--- config.mk ---
export PLATFORM = sky130hd
export DESIGN_NAME = stim_sequencer
export DESIGN_NICKNAME = d
export VERILOG_FILES = /design/src/rtl/stim_pkg.sv /design/src/rtl/stim_step_mem.sv /design/src/rtl/stim_sequencer.sv
export SDC_FILE = /design/constraint.sdc
export NUM_CORES = 2
export LEC_CHECK = 0
export BUFFER_PORTS_ARGS = -buffer_cell sky130_fd_sc_hd__buf_4
export CAP_MARGIN = 10
export CORE_ASPECT_RATIO = 1.75
export CORE_UTILIZATION = 56
export CTS_BUF_LIST = sky130_fd_sc_hd__clkbuf_16
export DETAILED_ROUTE_END_ITERATION = 16
export PLACE_DENSITY = 0.76
export SLEW_MARGIN = 10
export SYNTH_ARGS = -nofsm -noshare
export SYNTH_HDL_FRONTEND = slang
export SYNTH_SLANG_ARGS = --single-unit
--- constraint.sdc ---
create_clock -name clk -period 8.3 [get_ports clk]
set_input_delay 0.415 -clock clk [delete_from_list [all_inputs] [get_ports clk]]
set_output_delay 0.415 -clock clk [all_outputs]
set_load 0.02 [all_outputs]
--- src/rtl/stim_pkg.sv ---
// Shared types for the stimulus sequencer: step-table entry, FSM states
// and the UART command bytes understood by the Segway controller.
package stim_pkg;

  localparam int PKG_DLY_W   = 24;
  localparam int PKG_NUM_A2D = 4;
  localparam int PKG_A2D_W   = 12;
  localparam int PKG_LEAN_W  = 16;

  localparam logic [7:0] CMD_GO   = 8'h67;
  localparam logic [7:0] CMD_STOP = 8'h73;

  typedef struct packed {
    logic                             cmd_vld;
    logic [7:0]                       cmd;
    logic [PKG_LEAN_W-1:0]            lean;
    logic [PKG_NUM_A2D*PKG_A2D_W-1:0] a2d;
    logic [PKG_DLY_W-1:0]             dly;
    logic                             last;
  } step_t;

  typedef enum logic [2:0] {
    S_IDLE,
    S_APPLY,
    S_SEND,
    S_WAIT_TX,
    S_DELAY,
    S_DONE
  } state_t;

endpackage

--- src/rtl/stim_step_mem.sv ---
// Step table: register file with synchronous write and asynchronous read.
// Contents are deliberately not reset.
module stim_step_mem
  import stim_pkg::*;
#(
  parameter int DEPTH = 16
) (
  input  logic                     clk,
  input  logic                     wr_en,
  input  logic [$clog2(DEPTH)-1:0] wr_addr,
  input  step_t                    wr_data,
  input  logic [$clog2(DEPTH)-1:0] rd_addr,
  output step_t                    rd_data
);

  step_t mem [DEPTH];

  always_ff @(posedge clk) begin
    if (wr_en) mem[wr_addr] <= wr_data;
  end

  assign rd_data = mem[rd_addr];

endmodule

--- src/rtl/stim_sequencer.sv ---
// Programmable stimulus sequencer: walks a step table, driving lean/A2D
// stimulus, optional UART command bytes and per-step hold delays.
module stim_sequencer
  import stim_pkg::*;
#(
  parameter int DEPTH   = 16,
  parameter int DLY_W   = PKG_DLY_W,
  parameter int NUM_A2D = PKG_NUM_A2D,
  parameter int A2D_W   = PKG_A2D_W,
  parameter int LEAN_W  = PKG_LEAN_W
) (
  input  logic                     clk,
  input  logic                     rst,
  input  logic                     wr_en,
  input  logic [$clog2(DEPTH)-1:0] wr_addr,
  input  logic                     wr_cmd_vld,
  input  logic [7:0]               wr_cmd,
  input  logic [LEAN_W-1:0]        wr_lean,
  input  logic [NUM_A2D*A2D_W-1:0] wr_a2d,
  input  logic [DLY_W-1:0]         wr_dly,
  input  logic                     wr_last,
  input  logic                     start,
  input  logic                     abort,
  input  logic                     loop_en,
  input  logic                     tx_done,
  output logic                     trmt,
  output logic [7:0]               tx_data,
  output logic [LEAN_W-1:0]        rider_lean,
  output logic [NUM_A2D*A2D_W-1:0] a2d_val,
  output logic                     busy,
  output logic                     done,
  output logic [$clog2(DEPTH)-1:0] step_idx
);

  localparam int AW = $clog2(DEPTH);

  state_t           state, state_nxt;
  step_t            wdat, cur;
  logic [AW-1:0]    idx_nxt;
  logic [DLY_W-1:0] cnt, cnt_nxt;
  logic             done_nxt;
  logic             step_end;
  logic             last_step;
  logic             wr_ok;

  assign wr_ok = wr_en && (state == S_IDLE || state == S_DONE);

  assign wdat = '{
    cmd_vld: wr_cmd_vld,
    cmd:     wr_cmd,
    lean:    wr_lean,
    a2d:     wr_a2d,
    dly:     wr_dly,
    last:    wr_last
  };

  stim_step_mem #(
    .DEPTH(DEPTH)
  ) u_mem (
    .clk     (clk),
    .wr_en   (wr_ok),
    .wr_addr (wr_addr),
    .wr_data (wdat),
    .rd_addr (step_idx),
    .rd_data (cur)
  );

  assign last_step = cur.last || (step_idx == AW'(DEPTH - 1));

  // A zero delay resolves the step end in the cycle that would enter DELAY.
  always_comb begin
    state_nxt = state;
    idx_nxt   = step_idx;
    cnt_nxt   = cnt;
    done_nxt  = 1'b0;
    step_end  = 1'b0;
    unique case (state)
      S_IDLE, S_DONE: begin
        if (start) begin
          state_nxt = S_APPLY;
          idx_nxt   = '0;
        end
      end
      S_APPLY: begin
        if (cur.cmd_vld) begin
          state_nxt = S_SEND;
        end else begin
          state_nxt = S_DELAY;
          cnt_nxt   = cur.dly;
          step_end  = (cur.dly == '0);
        end
      end
      S_SEND: state_nxt = S_WAIT_TX;
      S_WAIT_TX: begin
        if (tx_done) begin
          state_nxt = S_DELAY;
          cnt_nxt   = cur.dly;
          step_end  = (cur.dly == '0);
        end
      end
      S_DELAY: begin
        cnt_nxt  = cnt - DLY_W'(1);
        step_end = (cnt == DLY_W'(1));
      end
      default: state_nxt = S_IDLE;
    endcase
    if (step_end) begin
      if (last_step && !loop_en) begin
        state_nxt = S_DONE;
        done_nxt  = 1'b1;
      end else begin
        state_nxt = S_APPLY;
        idx_nxt   = last_step ? '0 : step_idx + AW'(1);
      end
    end
    if (abort) begin
      state_nxt = S_IDLE;
      idx_nxt   = step_idx;
      done_nxt  = 1'b0;
    end
  end

  always_ff @(posedge clk or posedge rst) begin
    if (rst) begin
      state      <= S_IDLE;
      step_idx   <= '0;
      cnt        <= '0;
      done       <= 1'b0;
      rider_lean <= '0;
      a2d_val    <= '0;
      tx_data    <= '0;
    end else begin
      state    <= state_nxt;
      step_idx <= idx_nxt;
      cnt      <= cnt_nxt;
      done     <= done_nxt;
      if (state == S_APPLY && !abort) begin
        rider_lean <= cur.lean;
        a2d_val    <= cur.a2d;
        tx_data    <= cur.cmd;
      end
    end
  end

  assign trmt = (state == S_SEND) && !abort;

  assign busy = (state == S_APPLY) || (state == S_SEND) ||
                (state == S_WAIT_TX) || (state == S_DELAY);

endmodule

==> results by stage <==
Pwr:
- Dividing total power by cell area gives a power density of 235 nW/um2.
- The static leakage is 22.6 nW.
- IR analysis of the VDD net gives a maximum drop of 0.157 mV.
- The total power is 17.1 mW.

STA:
- The worst path in the final design needs a cycle of 4600 ps, including I/O delays and setup.
- The final number of hold-violating endpoints is 0.
- Measured against its own limit, the worst slew margin works out to 22.8%.
- The max-slew violation total from the final report is 0.
- Summed over all failing endpoints, the final setup total negative slack is 0 ps.
- For the final database, setup skew stands at 19.2 ps.
- The highest attainable clock frequency is 217 MHz.
- The number of setup violations in the final report is 0.
- The part of the cycle the worst path needs is 55.4%.
- The worst hold margin is 117 ps.
- Setup repair after global routing left no endpoint under its margin.
- At the pin with the least slew margin, the transition time is 1160 ps.

Clock network:
- The buffer levels on the longest clock path is 3.
- The quantity of hold-fixing buffers added after cts is 102.
- The buffer cell driving the clock tree root is sky130_fd_sc_hd__clkbuf_16.
- The register clock-pin slew on the reported worst setup and hold paths is 60 ps.
- The number of buffers added for setup after CTS is 0.
- TritonCTS built the clock tree.
- The number of gates given a new drive strength after cts is 0.
- The clock buffer count from CTS is 138.
- The clock net in this run drives a total of 1672 sinks.
- The clock insertion delay at the later pin of the skew report is 760 ps.
- The H-tree depth reported by CTS is 4.

Global routing:
- The number of antenna violations at the first check in global routing is 11.
- The global-route wire length before repair is 214000 um.
- The number of global-route vias before repair is 32159.
- Entering global routing, the biggest net connects 150 pins.
- In the global route stage, overall resource usage came out at 25.8%.
- Summed over all layers, the global routing overflow is 0.

Setup path:
- The maximum fanout count along the critical path is 53.
- The delay of the slowest cell on the worst path is 1110 ps.
- By startpoint and endpoint, the worst setup path is classified as flop to flop.
- The kind of cell with the highest combined delay along the critical path is compound AO/OA/AOI/OAI gates.
- The critical path goes through buf_4 > mux4_1 > nand2b_1 > a21oi_1 > a211oi_1 > nand3_1 > nor3_2 > o221ai_2 > a22o_1.
- The endpoint arrival time on the critical path is 5240 ps.
- For the worst setup path, the data required time is 8940 ps.
- The worst setup path is launched from a flop.
- The buffering stage count on the worst path with inverters included is 1.
- STA classifies the critical path endpoint as a flop.
- The slowest cell on the critical path is sky130_fd_sc_hd__dfrtp_4.

Logic synthesis:
- The post-synthesis sequential area ratio is 77.8%.
- For this run, the leading register cell type out of synthesis is sky130_fd_sc_hd__edfxtp_1.
- The cell accounting for the most synthesized area is sky130_fd_sc_hd__edfxtp_1.
- Yosys mapped a number of flops with a built-in enable equal to 1568.
- The net count after synthesis is 2819.
- The cell area that synthesis handed to floorplanning was 63900 um2.
- The distinct cell type count of the synthesized netlist is 64.
- The synthesis-stage register bit count is 1672.
- The number of standard cells after synthesis is 2707.
- The post-synthesis area per instance is 23.6 um2.
- The count of synthesis-stage warnings from yosys is 0.
- After synthesis, the share of flip-flops with an asynchronous set or reset is 6.22%.
- Of the post-synthesis cell area, the dominant cell type holds 73.7%.
- By area the synthesized netlist is led by sky130_fd_sc_hd__edfxtp_1 (74%), sky130_fd_sc_hd__mux4_2 (16%), sky130_fd_sc_hd__dfrtp_1 (4.1%), sky130_fd_sc_hd__mux2_2 (1.4%), sky130_fd_sc_hd__buf_2 (0.45%).

Job:
- The max-capacitance violation count is 0.

Finish:
- The final non-filler cell total is 4654.
- In the final design database the tool counted 3157 nets.
- After filler insertion, the fill cell instance count of the layout stands at 7137.
- In the layout the commonest cells are sky130_fd_sc_hd__edfxtp_1 (1568), sky130_fd_sc_hd__mux4_2 (456), sky130_fd_sc_hd__buf_4 (222), sky130_fd_sc_hd__clkbuf_16 (147), sky130_fd_sc_hd__dlygate4sd3_1 (102).
- The most common library cell in the layout ignoring fill and taps is sky130_fd_sc_hd__edfxtp_1.
- The layout cell share with drive strength beyond 1 is 31.6%.
- Compared with the post-synthesis result, the final layout area differs by 13.7%.

Status:
- The flow ran to the end, and the final reports show no timing, DRC or antenna violations.

Drt:
- The count of unresolved DRC violations after routing is 0.
- The via density per instance is 6.53.
- In this run the remaining antenna-violating nets after routing total 0.
- In the final routed layout, each cell accounts on average for 31.2 um.
- The routed layout has 30385 vias.
- In this run, the number of DRC markers left after iteration 0 of detailed routing was 3608.
- The post-detailed-routing wire length is 145000 um.
- For this run, the detailed router's first-pass iteration total came to 5.

Placement:
- During placement, the flow inserted port buffers numbering 187.
- The placed wire-length estimate after detailed placement is 68800 um.
- Once placement completed, the tool counted placed cells totaling 4288.
- Routability-driven placement finished with a final weighted congestion of 0.837.

Die:
- The core outline area is 113000 um2.
- The count of pins on the block boundary is 188.
- The die height is 449 um.
- The horizontal extent of the die is 257 um.
- The initial utilization of the core area, before any placement, comes to 56.5%.
- The full die area is 115000 um2.
- The initialized floorplan defines 163 standard-cell rows.

Min path:
- The worst hold path belongs to the class primary input to flop.
kinds of logic after synthesis:
| group | Yosys count | synth area share [%] |
|---|---|---|
| adders and majority gates | 3 | 0.0588 |
| buffers and inverters | 151 | 1.19 |
| DFF | 1672 | 77.8 |
| AOI/OAI and AO/OA | 113 | 1.18 |
| muxes | 569 | 18.2 |
| xor gates and xnor gates | 3 | 0.0411 |
| and+or+nand+nor | 196 | 1.56 |
report_power, final:
group          total [mW]  internal (mW)  switching (mW)
combinational       0.923          0.377           0.546
sequential           9.64           9.47           0.170
clock                6.50           3.59            2.91
total                17.1           13.4            3.63
per-layer routing:
| metal | vias up | part of all wire, % | global-route usage (%) |
|---|---|---|---|
| met3 | 270 | 7.5 | 4.84 |
| met2 | 1601 | 53 | 44.0 |
| met5 | - | 0.035 | 0 |
| li1 | 12187 | - | - |
| met1 | 16319 | 37 | 34.0 |
| met4 | 8 | 2.6 | 7.78 |
worst paths after layout:
path | end | slack (ps) | depth (start not counted) | startpoint
setup / recovery | step_idx[0] | 3700 | 9 | step_idx[0]
hold / removal | state[2] | 120 | 4 | start
setup reg to reg | step_idx[0] | 3700 | 9 | step_idx[0]
hold reg to reg | cnt[15] | 500 | 1 | cnt[15]
max in group asynchronous | rider_lean[10] | 6570 | 4 | rst
min in group asynchronous | a2d_val[32] | 390 | 3 | rst
synth_stat cells (14+ instances only):
cell	number
sky130_fd_sc_hd__edfxtp_1	1568
sky130_fd_sc_hd__mux4_2	456
sky130_fd_sc_hd__dfrtp_1	104
sky130_fd_sc_hd__mux2_2	80
sky130_fd_sc_hd__nor2_1	67
sky130_fd_sc_hd__buf_2	57
sky130_fd_sc_hd__clkbuf_1	36
sky130_fd_sc_hd__a21oi_1	33
sky130_fd_sc_hd__buf_1	27
sky130_fd_sc_hd__nand2_1	27
sky130_fd_sc_hd__mux2i_1	24
sky130_fd_sc_hd__o21ai_0	20
sky130_fd_sc_hd__nor3_1	19
sky130_fd_sc_hd__inv_1	15
sky130_fd_sc_hd__nand3_1	15
sky130_fd_sc_hd__nand2b_1	14
sky130_fd_sc_hd__nor2b_1	14
registers in the layout, summed over array words and instances (netlist names):
signal	flops
done	1
cnt	24
a2d_val	48
state	3
rider_lean	16
step_idx	4
u_mem.mem	1568
tx_data	8
metrics by stage:
stage               cell area [um2]  worst slack (ps)  util [%]
detailed placement            67100              3640      59.4
floorplan                     63900              2260         -
finish                        72600              3700      64.3
global route                  72600              3340      64.3
global placement              67100              3740      59.4
CTS                           72600              3580      64.3
area by class of cell:
type / instances / area, um2 / share of cell area [%]
Antenna cell: 8 / 20.0 / 0.0276
Clock buffer: 147 / 3680 / 5.06
Clock inverter: 109 / 856 / 1.18
Inverter: 15 / 61.3 / 0.0844
Multi-Input combinational cell: 884 / 13600 / 18.7
Sequential cell: 1672 / 49700 / 68.4
Tap cell: 1485 / 1860 / 2.56
Timing Repair Buffer: 334 / 2890 / 3.98
worst register-to-register path: stages, from the launching register on:
cell                       delay, ps
sky130_fd_sc_hd__dfrtp_4        1110
sky130_fd_sc_hd__buf_4           900
sky130_fd_sc_hd__mux4_1          730
sky130_fd_sc_hd__nand2b_1        110
sky130_fd_sc_hd__a21oi_1          80
sky130_fd_sc_hd__a211oi_1        640
sky130_fd_sc_hd__nand3_1         300
sky130_fd_sc_hd__nor3_2          210
sky130_fd_sc_hd__o221ai_2        150
sky130_fd_sc_hd__a22o_1          260
(Power assumes the default switching activity.)
